[src/rtl/uart_pkg.sv]
`default_nettype none
// +----------------------------------------------------------------------------+
// | Module      : uart_pkg                                                     |
// | Description : Shared UART definitions: byte width and arbiter FSM encoding |
// | Revision    : 1.0 - initial release                                        |
// +----------------------------------------------------------------------------+
package uart_pkg;

    localparam int unsigned UART_DATA_W = 8;

    localparam logic [1:0] ST_IDLE      = 2'd0;
    localparam logic [1:0] ST_LAUNCH    = 2'd1;
    localparam logic [1:0] ST_WAIT_BUSY = 2'd2;
    localparam logic [1:0] ST_WAIT_DONE = 2'd3;

    typedef enum logic [1:0] {
        ARB_IDLE      = ST_IDLE,
        ARB_LAUNCH    = ST_LAUNCH,
        ARB_WAIT_BUSY = ST_WAIT_BUSY,
        ARB_WAIT_DONE = ST_WAIT_DONE
    } arb_state_t;

endpackage
`default_nettype wire

[src/rtl/rr_arbiter.sv]
`default_nettype none
// +----------------------------------------------------------------------------+
// | Module      : rr_arbiter                                                   |
// | Description : Combinational round-robin pick, searching from owner+1       |
// | Revision    : 1.0 - initial release                                        |
// +----------------------------------------------------------------------------+
module rr_arbiter
    import uart_pkg::*;
#(
    parameter int N_REQ = 4,
    parameter int IDX_W = 2
) (
    input  logic [N_REQ-1:0] req,
    input  logic [IDX_W-1:0] owner,
    output logic [N_REQ-1:0] grant,
    output logic [IDX_W-1:0] grant_idx,
    output logic             grant_valid
);

    logic [IDX_W-1:0] w_cand;

    always_comb begin
        grant       = '0;
        grant_idx   = '0;
        grant_valid = 1'b0;
        w_cand      = '0;
        // Offset N_REQ wraps back to the owner itself, so it is checked last.
        for (int off = 1; off <= N_REQ; off++) begin
            w_cand = IDX_W'((int'(owner) + off) % N_REQ);
            if (!grant_valid && req[w_cand]) begin
                grant_valid   = 1'b1;
                grant[w_cand] = 1'b1;
                grant_idx     = w_cand;
            end
        end
    end

endmodule
`default_nettype wire

[src/rtl/uart_tx_arbiter.sv]
`default_nettype none
// +----------------------------------------------------------------------------+
// | Module      : uart_tx_arbiter                                              |
// | Description : Round-robin sharing of one UART transmitter; optional busy   |
// |               watchdog enabled by define UART_TX_ARB_TIMEOUT_EN            |
// | Revision    : 1.0 - initial release                                        |
// +----------------------------------------------------------------------------+
module uart_tx_arbiter
    import uart_pkg::*;
#(
    parameter int N_REQ       = 4,
    parameter int DATA_W      = UART_DATA_W,
    parameter int TIMEOUT_CYC = 4096,
    localparam int IDX_W      = (N_REQ > 1) ? $clog2(N_REQ) : 1
) (
    input  logic                    clk,
    input  logic                    rst_n,
    input  logic [N_REQ-1:0]        req,
    input  logic [N_REQ*DATA_W-1:0] req_data,
    output logic [N_REQ-1:0]        ack,
    output logic                    tx_trigger,
    output logic [DATA_W-1:0]       tx_data,
    input  logic                    tx_busy,
    output logic [IDX_W-1:0]        owner,
    output logic                    tx_timeout
);

    if (N_REQ < 2 || N_REQ > 8 || TIMEOUT_CYC < 2) begin : g_param_check
        $error("uart_tx_arbiter: N_REQ must be 2..8 and TIMEOUT_CYC >= 2");
    end

    arb_state_t        r_state;
    arb_state_t        w_state_next;
    logic [DATA_W-1:0] r_tx_data;
    logic [IDX_W-1:0]  r_owner;
    logic [N_REQ-1:0]  r_grant;
    logic [N_REQ-1:0]  w_grant;
    logic [IDX_W-1:0]  w_grant_idx;
    logic              w_grant_valid;
    logic              w_accept;
    logic              w_wd_expired;

    rr_arbiter #(
        .N_REQ (N_REQ),
        .IDX_W (IDX_W)
    ) u_rr_arbiter (
        .req         (req),
        .owner       (r_owner),
        .grant       (w_grant),
        .grant_idx   (w_grant_idx),
        .grant_valid (w_grant_valid)
    );

    always_ff @(posedge clk or negedge rst_n) begin
        if (!rst_n) begin
            r_state   <= ARB_IDLE;
            r_owner   <= IDX_W'(N_REQ - 1);
            r_tx_data <= '0;
            r_grant   <= '0;
        end else begin
            r_state <= w_state_next;
            if (w_accept) begin
                r_owner   <= w_grant_idx;
                r_tx_data <= req_data[int'(w_grant_idx)*DATA_W +: DATA_W];
                r_grant   <= w_grant;
            end
        end
    end

    always_comb begin
        w_state_next = r_state;
        w_accept     = 1'b0;
        tx_trigger   = 1'b0;
        ack          = '0;
        case (r_state)
            // A busy transmitter here belongs to someone else; do not launch over it.
            ARB_IDLE: begin
                if (!tx_busy && w_grant_valid) begin
                    w_accept     = 1'b1;
                    w_state_next = ARB_LAUNCH;
                end
            end
            ARB_LAUNCH: begin
                tx_trigger   = 1'b1;
                ack          = r_grant;
                w_state_next = ARB_WAIT_BUSY;
            end
            ARB_WAIT_BUSY: begin
                if (tx_busy)
                    w_state_next = ARB_WAIT_DONE;
                else if (w_wd_expired)
                    w_state_next = ARB_IDLE;
            end
            ARB_WAIT_DONE: begin
                if (!tx_busy || w_wd_expired)
                    w_state_next = ARB_IDLE;
            end
            default: w_state_next = ARB_IDLE;
        endcase
    end

`ifdef UART_TX_ARB_TIMEOUT_EN
    localparam int WD_W = $clog2(TIMEOUT_CYC + 1);
    localparam logic [WD_W-1:0] c_wd_last = WD_W'(TIMEOUT_CYC - 1);

    logic [WD_W-1:0] r_wd_cnt;
    logic            r_tx_timeout;
    logic            w_waiting;
    logic            w_timeout;

    assign w_waiting    = (r_state == ARB_WAIT_BUSY) || (r_state == ARB_WAIT_DONE);
    assign w_wd_expired = w_waiting && (r_wd_cnt == c_wd_last);
    // Only flag a timeout when the normal busy handshake is not completing this cycle.
    assign w_timeout    = w_wd_expired &&
                          (((r_state == ARB_WAIT_BUSY) && !tx_busy) ||
                           ((r_state == ARB_WAIT_DONE) &&  tx_busy));

    always_ff @(posedge clk or negedge rst_n) begin
        if (!rst_n) begin
            r_wd_cnt     <= '0;
            r_tx_timeout <= 1'b0;
        end else begin
            r_tx_timeout <= w_timeout;
            if (w_state_next != r_state)
                r_wd_cnt <= '0;
            else if (w_waiting)
                r_wd_cnt <= r_wd_cnt + WD_W'(1);
        end
    end

    assign tx_timeout = r_tx_timeout;
`else
    assign w_wd_expired = 1'b0;
    assign tx_timeout   = 1'b0;
`endif

    assign tx_data = r_tx_data;
    assign owner   = r_owner;

endmodule
`default_nettype wire

[config.mk]
export PLATFORM = sky130hd
export DESIGN_NAME = uart_tx_arbiter
export DESIGN_NICKNAME = d
export VERILOG_FILES = /design/src/rtl/uart_pkg.sv /design/src/rtl/rr_arbiter.sv /design/src/rtl/uart_tx_arbiter.sv
export SDC_FILE = /design/constraint.sdc
export NUM_CORES = 1
export LEC_CHECK = 0
export CAP_MARGIN = 10
export CORE_MARGIN = 5
export CORE_UTILIZATION = 35
export DETAILED_ROUTE_END_ITERATION = 7
export PLACE_DENSITY = 0.65
export SKIP_LAST_GASP = 1
export SYNTH_ARGS = -nofsm -noshare
export SYNTH_HDL_FRONTEND = slang
export SYNTH_HIERARCHICAL = 1
export SYNTH_SLANG_ARGS = --single-unit
[constraint.sdc]
create_clock -name clk -period 3.7 [get_ports clk]
set_input_delay 0.925 -clock clk [delete_from_list [all_inputs] [get_ports clk]]
set_output_delay 0.925 -clock clk [all_outputs]
set_load 0.02 [all_outputs]
==> results.tsv, run 1 <==
stage	metric	value	unit
clock_tree	Num CTS Buffers	3	
setup_path	crit-path max FO	9	
setup_path	WS Path Type	in2reg	
cells_and_area	Synth-to-Final Area Change	44.6	%
floorplanning	die width	74.5	um
sta	Slew @ Worst Pin	0.716	ns
job	max_cap viols	0	
logic_synthesis	Seq/Total Area, Yosys	27.7	%
global_route	grt ovf	0	
sta	Layout Skew	0.00285	ns
pwr	P per Cell Area	806	mW/mm^2
floorplanning	DIE AREA	0.00555	mm^2
sta	Max Slew Vio Count	0	
drt	first drt pass iteration count	4	
sta	fmax	319	MHz
clock_tree	H-tree depth	1	
clock_tree	CTS Hold Bufs	0	
floorplanning	io pins	55	
logic_synthesis	synth top area cells	dfrtp_1 24%, mux4_2 14%, mux2_2 12%, ha_1 10%, dfstp_2 3.6%	
drt	WL final	3.80	mm
sta	setup ws final	0.561	ns
logic_synthesis	synthesized area	0.00146	mm^2
cells_and_area	commonest non-fill, non-tap cell in the layout	clkdlybuf4s50_1	
pwr	Int Power	1.00	mW
global_route	GRT Util Overall	14.4	%
clock_tree	postcts setup bufs	0	
cells_and_area	ANT cells	0	
logic_synthesis	Mapped Cells	132	
clock_tree	CTS Buffer Depth	2	
global_route	initial antenna violation count	0	
cells_and_area	Final #Nets	241	
sta	TNS Setup	0	ns
drt	DRT iter0 DRCs	62	
logic_synthesis	post-synth top area share	24.1	%
pwr	P_leak	0.855	nW
status	status	finished clean	
logic_synthesis	EDFF count, synth	0	
clock_tree	# clock sinks	16	
clock_tree	CTS tree	built	
placement	gpl congestion	0.737	
cells_and_area	Filler Cell Count	353	
drt	vias per cell	5.23	
sta	unrepaired setup endpoints after global routing	false	
pwr	Overall Power	1.70	mW
setup_path	Critical Path AT	3.27	ns
setup_path	Req. time, crit path	3.83	ns
logic_synthesis	synthesized area per cell	11.0	um^2
logic_synthesis	Synth Flop Type	dfrtp_1	
floorplanning	Initial Util	36.1	%
placement	Detailed Place HPWL	3.05	mm
sta	final setup violation count	0	
logic_synthesis	synth warn	6	
clock_tree	Clock Latency Late Sink	0.25	ns
logic_synthesis	Netlist cell types	39	
pwr	combinational share of power	69.5	%
drt	drt drc	0	
clock_tree	# resized after CTS	0	
setup_path	endpoint type of the worst setup path	register	
global_route	pin count of the biggest net entering global routing	19	
floorplanning	Core Footprint	0.00403	mm^2
cells_and_area	Layout Cells excl Fill	239	
logic_synthesis	Synth async-reset ratio	100	%
sta	final hold violation count	0	
cells_and_area	final core utilization	52.2	%
placement	pre-CTS setup slack	0.296	ns
clock_tree	Root Buffer	clkbuf_8	
clock_tree	clk slew on worst S/H paths	0.06	ns
pwr	clock share of power	8.9	%
pwr	Peak VDD IR	0.470	mV
logic_synthesis	#FFs+latches synth	16	
floorplanning	Die Y	74.5	um
placement	Inst Count DP	235	
sta	max_slew headroom	52.1	%
drt	Post-DRT Antenna Nets	0	
logic_synthesis	top cell type by total area after synthesis	dfrtp_1	
sta	Tcrit/Tclk final	84.8	%
drt	Via Count	1250	
worst_hold_path	min-delay worst type	reg2reg	
cells_and_area	layout cells sized above 1	23.8	%
placement	port bufs	53	
floorplanning	Rows	23	
pwr	switching share of power	40.8	%
logic_synthesis	Syn Nets	183	
cells_and_area	most frequent cells in the layout	53 x clkdlybuf4s50_1, 15 x mux2_2, 14 x dfrtp_1	
pwr	Psw	0.692	mW
global_route	first-pass GRT wire length	6.27	mm
setup_path	CP startpoint kind	primary input	
pwr	sequential share of power	21.6	%
global_route	vias in the first global route	1340	
drt	DR WL/cell	15.9	um
sta	post-route minimum period	3.14	ns
## routing by layer
metal	share of wire (%)	track usage (%)	vias to the layer above
li1	-	-	598
met1	39	17.3	614
met2	56	26.8	36
met3	4.5	2.84	2
met4	0.55	1.98	0
met5	0	0	-
## final cells by class
| class | instances | area, um^2 | area share, % |
|---|---|---|---|
| Clock buffer | 4 | 55.1 | 2.62 |
| Inverter | 7 | 26.3 | 1.25 |
| Multi-Input combinational cell | 101 | 955 | 45.4 |
| Sequential cell | 16 | 403 | 19.1 |
| Tap cell | 50 | 62.6 | 2.97 |
| Timing Repair Buffer | 61 | 603 | 28.7 |
## worst paths after layout
check | from | to | slack, ns | cells after the start
min in group asynchronous | rst_n | tx_data[6]$_DFFE_PN0P_ | 1.11 | 1
max in group asynchronous | rst_n | r_state[0]$_DFFE_PN0P_ | 2.14 | 1
setup / recovery | req[0] | tx_data[6]$_DFFE_PN0P_ | 0.56 | 9
setup reg to reg | owner[0]$_DFFE_PN1P_ | tx_data[6]$_DFFE_PN0P_ | 0.76 | 9
hold reg to reg | tx_data[5]$_DFFE_PN0P_ | tx_data[5]$_DFFE_PN0P_ | 0.50 | 1
hold / removal | tx_data[5]$_DFFE_PN0P_ | tx_data[5]$_DFFE_PN0P_ | 0.50 | 1
## flip-flops by register name, summed over array words and instances, names as in the netlist
| name | flops |
|---|---|
| owner | 2 |
| r_state | 2 |
| tx_data | 8 |
| r_grant | 4 |
## cells by family after synthesis
| kind of cell | count (synthesis) | share of synthesized area [%] |
|---|---|---|
| AOI/OAI and AO/OA | 27 | 14.5 |
| adders and majority gates | 12 | 10.3 |
| buffers and inverters | 15 | 6.71 |
| DFF | 16 | 27.7 |
| muxes | 28 | 29.1 |
| other | 1 | 0.258 |
| and+or+nand+nor | 33 | 11.4 |
## metrics by stage
step	hold WS (ns)	instance area, um^2
finish	0.503	2100
CTS	0.507	2100
global placement	0.485	2050
global route	0.524	2100
detailed placement	0.493	2050
floorplan	0.471	1460
## synth_stat cells, types with 2 or more instances
master and n:
a221o_1 4, a21oi_1 3, buf_6 4, nor2_1 5
nand2_1 12, o21ai_1 5, ha_1 12, a21boi_0 2
o21ai_0 4, dfstp_2 2, buf_4 3, dfrtp_1 14
inv_1 6, mux4_2 9, and2_1 4, nand3_1 3
mux2i_1 3, mux2_2 15, nor3b_1 2
## power groups by stage
| stage | Combinational, mW | Sequential (mW) | Clock, mW |
|---|---|---|---|
| global route | 1.28 | 0.382 | 0.169 |
| detailed placement | 1.18 | 0.370 | 0 |
| finish | 1.18 | 0.366 | 0.152 |
| global placement | 1.15 | 0.362 | 0 |
| CTS | 1.19 | 0.367 | 0.158 |
| floorplan | 0.801 | 0.405 | 0 |
## worst max-delay path: stages
cell	delay (ns)
clkdlybuf4s50_1	0.44
mux4_2	0.51
a21oi_2	0.15
nor3_1	0.06
nor2_2	0.09
o31a_1	0.18
buf_12	0.15
mux4_2	0.49
mux2_2	0.27
Power figures use the tool's default switching activity.
==> run 2, diff against run 1 <==
--- a/config.mk
+++ b/config.mk
@@ -9,7 +9,7 @@
 export CORE_MARGIN = 5
 export CORE_UTILIZATION = 35
 export DETAILED_ROUTE_END_ITERATION = 7
-export PLACE_DENSITY = 0.65
+export PLACE_DENSITY = 0.67
 export SKIP_LAST_GASP = 1
 export SYNTH_ARGS = -nofsm -noshare
 export SYNTH_HDL_FRONTEND = slang
==> constraint.sdc (replaced) <==
create_clock -name clk -period 2.5 [get_ports clk]
set_input_delay 0.625 -clock clk [delete_from_list [all_inputs] [get_ports clk]]
set_output_delay 0.625 -clock clk [all_outputs]
set_load 0.02 [all_outputs]
==> run 2 against run 1 <==
  * Clock skew up 0.0031 ns
  * Global-route usage up 1.5 points
  * Sequential share of layout area down 1.8 points
  * Largest power group unchanged
  * Critical endpoint is now tx_data[4]$_DFFE_PN0P_
  * Largest cell class unchanged
  * The run now ends with setup timing left
  * Critical path type unchanged
  * Clock power up 53%
  * First-iteration DRC count up 8.1%
  * Hold slack worse by 0.0032 ns
  * Combinational power up 84%
==> results.tsv, run 2 (synthesis results as in run 1) <==
stage	metric	value	unit
setup_path	Worst setup endpoint	tx_data[4]$_DFFE_PN0P_	
sta	Tcrit/Tclk final	105	%
status	failing checks	setup timing	
sta	Max Slew Vio Count	0	
drt	drt drc	0	
clock_tree	clk slew on worst S/H paths	0.07	ns
clock_tree	Clock Latency Late Sink	0.25	ns
cells_and_area	Synth-to-Final Area Change	59.4	%
clock_tree	Root Buffer	clkbuf_8	
worst_hold_path	min-delay worst type	reg2reg	
setup_path	FF-to-FF Start	owner[0]$_DFFE_PN1P_	
clock_tree	H-tree depth	1	
sta	Slew @ Worst Pin	0.761	ns
floorplanning	Core Footprint	0.00403	mm^2
floorplanning	Rows	23	
drt	DRT iter0 DRCs	67	
floorplanning	Die Y	74.5	um
sta	final hold violation count	0	
global_route	grt ovf	0	
pwr	Peak VDD IR	0.550	mV
floorplanning	DIE AREA	0.00555	mm^2
clock_tree	CTS Buffer Depth	2	
global_route	GRT Util Overall	15.8	%
floorplanning	io pins	55	
cells_and_area	Largest register FFs	8	
setup_path	R2R Setup Slk	-0.12	ns
global_route	vias in the first global route	1479	
setup_path	Req. time, crit path	2.64	ns
drt	first drt pass iteration count	4	
setup_path	WS Path Type	in2reg	
placement	Inst Count DP	249	
pwr	P_leak	0.993	nW
clock_tree	# clock sinks	16	
floorplanning	die width	74.5	um
drt	Via Count	1356	
cells_and_area	Final #Nets	259	
setup_path	reg2reg end	tx_data[4]$_DFFE_PN0P_	
sta	max_slew headroom	49.1	%
status	status	finished with violations	
setup_path	CP startpoint kind	primary input	
sta	fmax	381	MHz
clock_tree	CTS tree	built	
drt	WL final	4.31	mm
job	max_cap viols	0	
pwr	P per Cell Area	1250	mW/mm^2
setup_path	R2R depth	7	
setup_path	crit-path max FO	5	
drt	Post-DRT Antenna Nets	0	
drt	DR WL/cell	16.8	um
placement	Detailed Place HPWL	3.38	mm
cells_and_area	most frequent cells in the layout	49 x clkdlybuf4s50_1, 21 x buf_4, 14 x dfrtp_1	
clock_tree	Num CTS Buffers	3	
cells_and_area	commonest non-fill, non-tap cell in the layout	clkdlybuf4s50_1	
cells_and_area	layout cells sized above 1	33.8	%
setup_path	Critical Path AT	2.76	ns
sta	unrepaired setup endpoints after global routing	true	
global_route	first-pass GRT wire length	6.89	mm
setup_path	Worst setup startpoint	req[2]	
placement	port bufs	53	
sta	post-route minimum period	2.63	ns
cells_and_area	Layout Cells excl Fill	257	
floorplanning	Initial Util	36.1	%
sta	final setup violation count	8	
sta	Layout Skew	0.00599	ns
cells_and_area	ANT cells	0	
sta	final hold slack	0.500	ns
cells_and_area	final core utilization	57.6	%
setup_path	endpoint type of the worst setup path	register	
sta	setup ws final	-0.125	ns
global_route	initial antenna violation count	0	
drt	vias per cell	5.28	
global_route	pin count of the biggest net entering global routing	17	
placement	gpl congestion	0.912	
==> run 2: cell types whose count changed in the layout (fill, tap and decap cells not counted), sizes merged <==
cell,before,now
buf,8,26
clkdlybuf4s15,0,4
clkdlybuf4s50,53,49
==> run 2: report_power, final <==
part           total [mW]  internal [mW]  switching [mW]
logic                2.17           1.22           0.949
clock network       0.233          0.140          0.0936
registers           0.489          0.401          0.0881
total                2.89           1.76            1.13
==> run 2: how the worst min path moves through the flow <==
stage,from,to,slack [ns],cells after the start
after floorplan,rst_n,r_grant[0]$_DFFE_PN0P_,0.33,0
after global placement,tx_data[4]$_DFFE_PN0P_,tx_data[4]$_DFFE_PN0P_,0.49,1
after detailed placement,r_grant[2]$_DFFE_PN0P_,r_grant[2]$_DFFE_PN0P_,0.49,1
after CTS,r_grant[2]$_DFFE_PN0P_,r_grant[2]$_DFFE_PN0P_,0.50,1
after global routing,r_grant[3]$_DFFE_PN0P_,r_grant[3]$_DFFE_PN0P_,0.52,1
final,r_grant[2]$_DFFE_PN0P_,r_grant[2]$_DFFE_PN0P_,0.50,1
==> run 2: layout make-up <==
class | instances | area, um^2
clock buffers | 4 | 55.1
fillers | 354 | 1710
inverters | 7 | 26.3
multi-input cells | 101 | 1010
flip-flops and latches | 16 | 403
well taps | 50 | 62.6
repair buffers | 79 | 764
==> run 2: routing by layer <==
metal / up-vias / wire length (um) / track usage [%]
li1: 637 / - / -
met4: 0 / 37 / 4.35
met1: 685 / 1660 / 17.5
met3: 4 / 156 / 2.43
met2: 30 / 2460 / 30.9
met5: - / 0 / 0
==> run 2: stage by stage <==
| step | cell area, um^2 | power, mW | setup TNS, ns | setup WS, ns |
|---|---|---|---|---|
| 3_3_place_gp | 2190 | 2.47 | -4.94 | -0.582 |
| 5_1_grt | 2320 | 3.09 | -1.42 | -0.189 |
| 3_5_place_dp | 2190 | 2.54 | -5.72 | -0.651 |
| 6_report | 2320 | 2.89 | -0.847 | -0.125 |
| 2_1_floorplan | 1470 | 1.81 | -1.52 | -0.190 |
| 4_1_cts | 2300 | 2.91 | -1.61 | -0.227 |
==> run 2: critical path, cell delays in order <==
cell	delay [ns]
clkdlybuf4s15_2	0.22
mux4_2	0.50
buf_6	0.14
a21boi_2	0.14
o31a_1	0.28
buf_6	0.15
mux4_2	0.43
mux2_4	0.28
==> run 2: timing repair <==
item	in CTS	in global routing
hold buffers	0	0
gates resized for setup	13	13
setup buffers	2	3
pin swaps	3	3
cloned	1	0
endpoints found under the setup margin	8	8
